## config.mk

```make
export PLATFORM = sky130hd
export DESIGN_NAME = outport_scheduler
export DESIGN_NICKNAME = d
export VERILOG_FILES = /design/src/rtl/outport_scheduler.sv
export SDC_FILE = /design/constraint.sdc
export NUM_CORES = 1
export LEC_CHECK = 0
export BUFFER_PORTS_ARGS = -buffer_cell sky130_fd_sc_hd__buf_2
export CAP_MARGIN = 20
export CELL_PAD_IN_SITES_DETAIL_PLACEMENT = 1
export CELL_PAD_IN_SITES_GLOBAL_PLACEMENT = 2
export CORE_MARGIN = 5
export CORE_UTILIZATION = 32
export DETAILED_ROUTE_END_ITERATION = 10
export PLACE_DENSITY_LB_ADDON = 0.15
export SLEW_MARGIN = 20
export SYNTH_ARGS = -nofsm -noshare
export SYNTH_HDL_FRONTEND = slang
export SYNTH_SLANG_ARGS = --single-unit
```

## constraint.sdc

```tcl
create_clock -name clk -period 4.9 [get_ports clk]
set_clock_uncertainty 0.05 [all_clocks]
set_input_delay 1.225 -clock clk [delete_from_list [all_inputs] [get_ports clk]]
set_output_delay 1.225 -clock clk [all_outputs]
set_load 0.02 [all_outputs]
```

## src/rtl/outport_scheduler.sv

```systemverilog
// outport_scheduler: wormhole output-port arbiter with per-VC downstream credits.
// Round-robin picks an owner among requesters whose VC has credit; the owner
// keeps the port until its tail flit is accepted downstream.
// Optional watchdog: define OUTPORT_SCHED_TIMEOUT_EN to build the stall
// counter that forcibly releases a port after TIMEOUT flit-less cycles.
module outport_scheduler #(
  parameter int NUM_REQ     = 8,
  parameter int BUFFER_SIZE = 8,
  parameter int TIMEOUT     = 255
) (
  input  logic                                 clk,
  input  logic                                 rst,
  input  logic [NUM_REQ-1:0]                   req,
  input  logic [NUM_REQ-1:0]                   req_vc,
  input  logic [NUM_REQ-1:0]                   req_last,
  input  logic                                 flit_sent,
  input  logic [1:0]                           credit_return,
  output logic [NUM_REQ-1:0]                   grant,
  output logic                                 grant_valid,
  output logic [$clog2(NUM_REQ)-1:0]           sel,
  output logic [2*$clog2(BUFFER_SIZE+1)-1:0]   credits,
  output logic                                 locked,
  output logic                                 err,
  output logic                                 timeout
);

  localparam int CW = $clog2(BUFFER_SIZE+1);
  localparam int SW = $clog2(NUM_REQ);
  localparam logic [CW-1:0] CRED_MAX = CW'(BUFFER_SIZE);

  typedef enum logic {ST_IDLE, ST_BUSY} state_t;

  state_t                 r_state;
  state_t                 w_state_next;
  logic [SW-1:0]          r_rr_ptr;
  logic [SW-1:0]          r_owner;
  logic                   r_owner_vc;
  logic                   r_err;
  logic [SW-1:0]          w_pick;
  logic                   w_pick_found;
  logic [SW:0]            w_sum;
  logic [NUM_REQ-1:0]     w_eligible;
  logic [1:0][CW-1:0]     w_cred;
  logic [1:0]             w_cred_avail;
  logic [1:0]             w_overflow;
  logic                   w_owner_ok;
  logic                   w_sent;
  logic                   w_tail_sent;
  logic                   w_timeout_fire;

  // A zero TIMEOUT would make the watchdog compare underflow; this empty
  // marker block also keeps the parameter referenced when the watchdog is off.
  if (TIMEOUT < 1) begin : g_timeout_invalid
  end

  genvar gi;

  // Requester is eligible only if its head flit's VC has downstream space.
  for (gi = 0; gi < NUM_REQ; gi++) begin : g_elig
    assign w_eligible[gi] = req[gi] && w_cred_avail[req_vc[gi]];
  end

  // Round-robin search: first eligible index at or after the pointer, wrapping.
  always_comb begin
    w_pick       = '0;
    w_pick_found = 1'b0;
    w_sum        = '0;
    for (int k = 0; k < NUM_REQ; k++) begin
      w_sum = {1'b0, r_rr_ptr} + (SW+1)'(k);
      if (w_sum >= (SW+1)'(NUM_REQ)) w_sum = w_sum - (SW+1)'(NUM_REQ);
      if (!w_pick_found && w_eligible[w_sum[SW-1:0]]) begin
        w_pick_found = 1'b1;
        w_pick       = w_sum[SW-1:0];
      end
    end
  end

  // The owner is only granted while it requests and its VC has credit.
  assign w_owner_ok  = (r_state == ST_BUSY) && req[r_owner] && w_cred_avail[r_owner_vc];
  assign w_sent      = flit_sent && w_owner_ok;
  assign w_tail_sent = w_sent && req_last[r_owner];

  // One-hot grant driven from the owner index.
  always_comb begin
    grant          = '0;
    grant[r_owner] = w_owner_ok;
  end

  assign grant_valid = w_owner_ok;
  assign locked      = (r_state == ST_BUSY);
  assign sel         = (r_state == ST_BUSY) ? r_owner : '0;
  assign credits     = w_cred;
  assign err         = r_err;

  // Next-state: lock on a successful pick, release on tail or watchdog.
  always_comb begin
    w_state_next = r_state;
    case (r_state)
      ST_IDLE: if (w_pick_found) w_state_next = ST_BUSY;
      ST_BUSY: if (w_tail_sent || w_timeout_fire) w_state_next = ST_IDLE;
      default: w_state_next = ST_IDLE;
    endcase
  end

  // State register; reset abandons any lock immediately.
  always_ff @(posedge clk or posedge rst) begin
    if (rst) r_state <= ST_IDLE;
    else     r_state <= w_state_next;
  end

  // Capture owner and advance the round-robin pointer past it on each win.
  always_ff @(posedge clk or posedge rst) begin
    if (rst) begin
      r_owner    <= '0;
      r_owner_vc <= 1'b0;
      r_rr_ptr   <= '0;
    end else if (r_state == ST_IDLE && w_pick_found) begin
      r_owner    <= w_pick;
      r_owner_vc <= req_vc[w_pick];
      r_rr_ptr   <= (w_pick == SW'(NUM_REQ-1)) ? '0 : w_pick + 1'b1;
    end
  end

  // Per-VC credit counters: send consumes, return refills, both cancel out.
  for (gi = 0; gi < 2; gi++) begin : g_cred
    logic [CW-1:0] r_cnt;
    logic          w_inc;
    logic          w_dec;

    assign w_inc = credit_return[gi];
    assign w_dec = w_sent && (r_owner_vc == 1'(gi));

    // Saturating counter; a return into a full buffer is dropped.
    always_ff @(posedge clk or posedge rst) begin
      if (rst) begin
        r_cnt <= CRED_MAX;
      end else if (w_inc && !w_dec) begin
        if (r_cnt != CRED_MAX) r_cnt <= r_cnt + 1'b1;
      end else if (w_dec && !w_inc) begin
        r_cnt <= r_cnt - 1'b1;
      end
    end

    assign w_cred[gi]       = r_cnt;
    assign w_cred_avail[gi] = (r_cnt != '0);
    assign w_overflow[gi]   = w_inc && !w_dec && (r_cnt == CRED_MAX);
  end

  // Sticky error: credit overflow, send without grant, or forced release.
  always_ff @(posedge clk or posedge rst) begin
    if (rst) r_err <= 1'b0;
    else if ((|w_overflow) || (flit_sent && !w_owner_ok) || w_timeout_fire) r_err <= 1'b1;
  end

`ifdef OUTPORT_SCHED_TIMEOUT_EN
  localparam int TW = ($clog2(TIMEOUT+1) > 8) ? $clog2(TIMEOUT+1) : 8;

  logic [TW-1:0] r_timer;
  logic          r_timeout;

  // Fire on the stall cycle that would bring the counter to TIMEOUT.
  assign w_timeout_fire = (r_state == ST_BUSY) && !flit_sent && (r_timer == TW'(TIMEOUT-1));
  assign timeout        = r_timeout;

  // Stall counter: runs while locked without traffic, cleared by any send.
  always_ff @(posedge clk or posedge rst) begin
    if (rst) begin
      r_timer <= '0;
    end else if (r_state != ST_BUSY || flit_sent || w_timeout_fire) begin
      r_timer <= '0;
    end else begin
      r_timer <= r_timer + 1'b1;
    end
  end

  // Timeout pulse lines up with the first cycle after the forced release.
  always_ff @(posedge clk or posedge rst) begin
    if (rst) r_timeout <= 1'b0;
    else     r_timeout <= w_timeout_fire;
  end
`else
  assign w_timeout_fire = 1'b0;
  assign timeout        = 1'b0;
`endif

endmodule
```

## After elaboration in Yosys (flattened, before gate mapping)

Index checks and enable logic that the tools add are counted.

| cells by class | value |
|---|---|
| add/subtract/negate cells | 20 |
| magnitude comparators | 28 |
| equality and inequality tests | 7 |
| mux-type cells | 77 |
| bitwise gates (word level) | 3 |
| reductions and logical operators | 50 |

Operators with widths:

| cell | number |
|---|---|
| two-way mux 3 bit | 18 |
| less-than comparator 3 x 4 -> 1 bit (second input constant) | 10 |
| two-way mux 1 bit | 40 |
| binary-select mux 1 bit (select 3 bit) | 11 |
| logical AND 1 bit | 30 |
| greater-or-equal comparator 4 bit (second input constant) | 7 |
| two-way mux 4 bit | 6 |
| subtractor 3 x 1 -> 3 bit (second input constant) | 8 |
| less-than comparator 1 x 2 -> 1 bit (second input constant) | 9 |
| adder 3 x 3 -> 4 bit (second input constant) | 4 |
| logical NOT 1 bit | 12 |
| adder 3 x 2 -> 4 bit (second input constant) | 2 |
| adder 4 x 1 -> 4 bit (second input constant) | 2 |
| bitwise AND 8 bit | 1 |
| equality test 4 bit (second input constant) | 2 |
| != test 4 bit (second input constant) | 2 |
| nonzero test 4 bit | 2 |
| subtractor 4 x 1 -> 4 bit (second input constant) | 2 |
| adder 3 x 1 -> 4 bit (second input constant) | 1 |
| greater-or-equal comparator 3 x 4 -> 1 bit (second input constant) | 1 |
| != test 2 x 1 -> 1 bit (second input constant) | 2 |
| AND reduction 2 bit | 2 |
| nonzero test 2 bit | 2 |
| adder 3 x 1 -> 3 bit (second input constant) | 1 |
| 7 further kinds | 8 |

| storage, ports and cells | value |
|---|---|
| register bits after elaboration | 17 |
| output and inout bits | 23 |

## Depth between registers and ports, before layout

| depth | value |
|---|---|
| word-level depth | 30 |
| mapped depth | 15 |
| depth with buffers taken out | 13 |

## Least setup slack after synthesis

OpenSTA, ideal clock, no wires.

| path | value |
|---|---|
| path kind | input to register |
| start | in req_vc[6] |
| end | reg r_owner_vc |
| library setup time | 0.124 ns |
| data arrival time | 3.976 ns |
| data required time | 4.726 ns |
| path slack | 0.751 ns |
| stages on the path | 10 |
| buffers on the path | 0 |
| path through | inv_1 mux2i_1 a32o_1 mux4_2 or4_1 a211oi_2 o21a_4 mux2_1 o211a_1 a211o_1 |

| between the ends | value |
|---|---|
| word-level cells in the longest chain between the ends | 29 |
| elaborated cells on any way between the ends | 52 |

RTL lines:

| element | RTL line | text |
|---|---|---|
| start, declared | 14 | `input logic [NUM_REQ-1:0] req_vc,` |
| two-way mux 1 bit (not written as such) (2 in series) | 60 | `assign w_eligible[gi] = req[gi] && w_cred_avail[req_vc[gi]];` |
| logical AND 1 bit | 60 |  |
| binary-select mux 1 bit (select 3 bit) | 71 | `if (!w_pick_found && w_eligible[w_sum[SW-1:0]]) begin` |
| two-way mux 1 bit (not written as such) | 71 |  |
| two-way mux 1 bit | 71 |  |
| logical NOT 1 bit | 71 |  |
| logical AND 1 bit | 71 |  |
| two-way mux 1 bit | 71 |  |
| (+12 left out) | - |  |
| logical NOT 1 bit | 71 |  |
| logical AND 1 bit | 71 |  |
| two-way mux 1 bit | 71 |  |
| logical NOT 1 bit | 71 |  |
| logical AND 1 bit | 71 |  |
| two-way mux 3 bit | 71 |  |
| binary-select mux 1 bit (select 3 bit) | 119 | `r_owner_vc <= req_vc[w_pick];` |
| two-way mux 1 bit (not written as such) | 119 |  |
| end signal, assigned | 119 |  |
| end, declared | 37 | `logic r_owner_vc;` |

Several ways; a longest one is shown, not always the timed one. The select of a mux whose other input is x is not followed.
A chain may end at the register's enable or synchronous reset.

## Final worst setup path

| path | value |
|---|---|
| start | reg g_cred[0].r_cnt[0] |
| end | reg r_owner_vc |

| between the ends | value |
|---|---|
| word-level cells in the longest chain between the ends | 30 |
| elaborated cells on any way between the ends | 74 |

RTL lines:

| element | RTL line | text |
|---|---|---|
| start, declared | 126 | `logic [CW-1:0] r_cnt;` |
| start signal, assigned | 138 | `if (r_cnt != CRED_MAX) r_cnt <= r_cnt + 1'b1;` |
| start signal, assigned | 140 | `r_cnt <= r_cnt - 1'b1;` |
| nonzero test 4 bit * | 145 | `assign w_cred_avail[gi] = (r_cnt != '0);` |
| two-way mux 1 bit (not written as such) (2 in series) | 60 |  |
| logical AND 1 bit | 60 |  |
| binary-select mux 1 bit (select 3 bit) | 71 |  |
| two-way mux 1 bit (not written as such) | 71 |  |
| two-way mux 1 bit | 71 |  |
| logical NOT 1 bit | 71 |  |
| logical AND 1 bit | 71 |  |
| (+13 left out) | - |  |
| logical NOT 1 bit | 71 |  |
| logical AND 1 bit | 71 |  |
| two-way mux 1 bit | 71 |  |
| logical NOT 1 bit | 71 |  |
| logical AND 1 bit | 71 |  |
| two-way mux 3 bit | 71 |  |
| binary-select mux 1 bit (select 3 bit) | 119 |  |
| two-way mux 1 bit (not written as such) | 119 |  |

Mark *: on every way between the ends. The rest lies on a longest branch, timed or not. The select of a mux whose other input is x is not followed.

==> key figures <==
Run status
  • Status: finished, final reports clean

CTS
  • Clk root buf: clkbuf_8
  • CTS Buf Count: 3
  • Setup bufs post-CTS: 0
  • CTS tree: yes
  • CTS sink cnt: 17
  • Worst-path clk slew: about 70 ps
  • Clk_lat worst skew: 260 ps
  • CTS Hold Bufs: 0
  • Clock Tree Buf Depth: 2
  • Post-CTS sizing: 0
  • Number of H-tree branching levels: 1

STA
  • Fin. Hold Viols: 0
  • Setup violations, final: 0
  • Slew @ Worst Pin: 757 ps
  • Rel. slew slack: between 40% and 50%
  • Max-slew violation count: 0
  • RSZ-0062 raised after global routing: no
  • Post-route worst setup slack: 476 ps
  • Maximum clock frequency: about 0.23 GHz
  • Hold Slack: 440 ps
  • Crit share post-route: around nine tenths
  • Final worst path period need: 4420 ps
  • Setup TNS: 0 ps

Power
  • Pwr Density: 894 nW/um^2
  • Max VDD drop: 0.313 mV
  • Final total power: 2.59 mW
  • Leak: about 1.2 nW

Logic synthesis
  • Top FF cell, synth: dfrtp_1
  • Number of synthesized register bits: 17
  • Syn_area_per_cell: 8.07 um^2
  • Syn. warnings: 0
  • Top-area cell type share of the netlist area: roughly 15%
  • Syn nets: 343
  • Most frequent cell after synthesis: nand2_1
  • Synth unique cells: 70
  • Sequential-to-total area share from yosys stat: between 10% and 20%
  • Post-synth ARST share: 100%
  • Post-synth EDFFs: 0
  • Mapped cell area: between 2000 and 2500 um^2
  • Top cells by area, synth: dfrtp_1 (15%), nand2_1 (5.9%), mux2i_1 (5.3%)
  • Syn Inst Count: slightly above 300
  • Top post-synthesis cells by count: nand2_1 (39), nor2_1 (27), dfrtp_1 (15)
  • Synth area leader: dfrtp_1

Global routing
  • Pin count of the biggest net entering global routing: 18
  • First-pass GRT wire length: 14.0 mm
  • Antenna violations before repair: 0
  • Total GRT Usage: 17.9%
  • Vias in the first global route: 2599
  • Congestion Overflow GR: 0

Hold path
  • Worst min path class: reg2reg
  • Hold Path Origin: err

Setup path
  • Crit end category: flip-flop
  • Crit Path Max Fanout: 8
  • Critical Path RT: approximately 5000 ps
  • Worst EP arrival: approximately 4500 ps
  • Worst Setup SP: g_cred[0].r_cnt[0]
  • Crit path kind: reg2reg
  • Reg-to-Reg Start: g_cred[0].r_cnt[0]
  • Startpoint Class: flip-flop

Floorplanning
  • Initial core utilization: roughly 32%
  • CORE AREA: between 7000 and 8000 um^2
  • IO Count: between 50 and 60
  • Placement Rows: 32
  • Die H: between 90 and 100 um
  • Die width: 97.7 um
  • Die Area: 9550 um^2

Cells and area
  • N_diodes: 0
  • Layout net count: 394
  • Final Cell Area: 2900 um^2
  • Area growth from synthesis to final layout: 17.8%
  • Layout cells sized above 1: 25.9%

Flow run
  • Max-Cap Viols: 0

Route
  • Via/cell ratio: 5.70
  • Residual DRC: 0
  • Final WL: 8.65 mm
  • Initial drt markers: between 100 and 150
  • DRT Pass-1 Iters: 4
  • DR WL/cell: 18.9 um
  • Remaining antenna violation count: 0
  • Vias: 2604

Placed design
  • Post-DP HPWL: 6.97 mm
  • GPL Wtd Cong: 0.879
  • DP Worst Slack: 394 ps
  • PortBufs: 50
  • Placed standard-cell area: 2860 um^2
per-stage QoR:
step                      std cells  util [%]
after floorplan                 305         -
after global placement          453      37.5
after detailed placement        453      37.5
after CTS                       457      38.1
after global routing            457      38.1
final                           457      38.1
flip-flops by register name, indices dropped and copies added, names as in the netlist:
name and flops:
r_owner_vc 1, err 1, r_rr_ptr 3, r_owner 3, g_cred.r_cnt 8, locked 1
path summary, 6_finish.rpt:
check                           slack (ps)                  to  cells past startpoint
max in group asynchronous             3380          r_owner[2]                      2
worst max-delay path                   480          r_owner_vc                     10
min in group asynchronous             1000  g_cred[0].r_cnt[1]                      2
worst max register to register         480          r_owner_vc                     10
worst min register to register         440                 err                      2
worst min-delay path                   440                 err                      2
worst max-delay path, cell delays in order (launching register included):
cell and delay (ps):
dfrtp_1 490, or4_1 780, mux2i_2 430, o22ai_2 220, mux4_2 580, or4_1 550
a211oi_2 220, o21a_4 220, mux2_1 340, o211a_1 210, a211o_1 220
cell type report:
cell class / instances / area (um^2)
Timing Repair Buffer: 60 / 325
Tap cell: 102 / 128
Fill cell: 950 / 4710
Sequential cell: 17 / 428
Clock buffer: 4 / 45.0
Inverter: 12 / 45.0
Multi-Input combinational cell: 262 / 1930
per-layer routing:
| metal | share of wire [%] | GRT usage [%] |
|---|---|---|
| met5 | 0 | 0 |
| met4 | 0.97 | 2.34 |
| met3 | 4.6 | 2.30 |
| met2 | 45 | 27.9 |
| met1 | 49 | 27.0 |
power breakdown:
part           leakage (nW)  total, mW  internal (mW)  switching, mW
sequential            0.191      0.388          0.218          0.170
combinational          1.00       2.10          0.894           1.20
clock                0.0228      0.109         0.0579         0.0514
cells by family (layout without fill, tap and decap cells):
family,count (synthesis),count (layout),synth area share (%)
buf+inv,26,76,4.22
fa+ha+maj,9,9,5.19
compound gates,97,97,29.7
xor+xnor,12,12,4.27
flops,17,17,17.4
simple gates,114,114,23.7
other cells,1,1,0.152
mux,29,29,15.4
cell usage in the layout, fill, tap and decap left out, types with 7 or more instances in the layout:
cell / Yosys / layout
o22ai_1: 11 / 11
dfrtp_1: 15 / 15
o21ai_0: 12 / 12
buf_2: 2 / 50
ha_1: 7 / 7
xnor2_1: 8 / 8
nand2b_1: 11 / 11
a21oi_1: 13 / 13
buf_4: 1 / 10
mux2i_1: 13 / 13
o221ai_1: 7 / 7
o211ai_1: 8 / 8
nand2_1: 39 / 39
nor2_1: 27 / 27
inv_1: 10 / 10
Power figures use the tool's default switching activity.
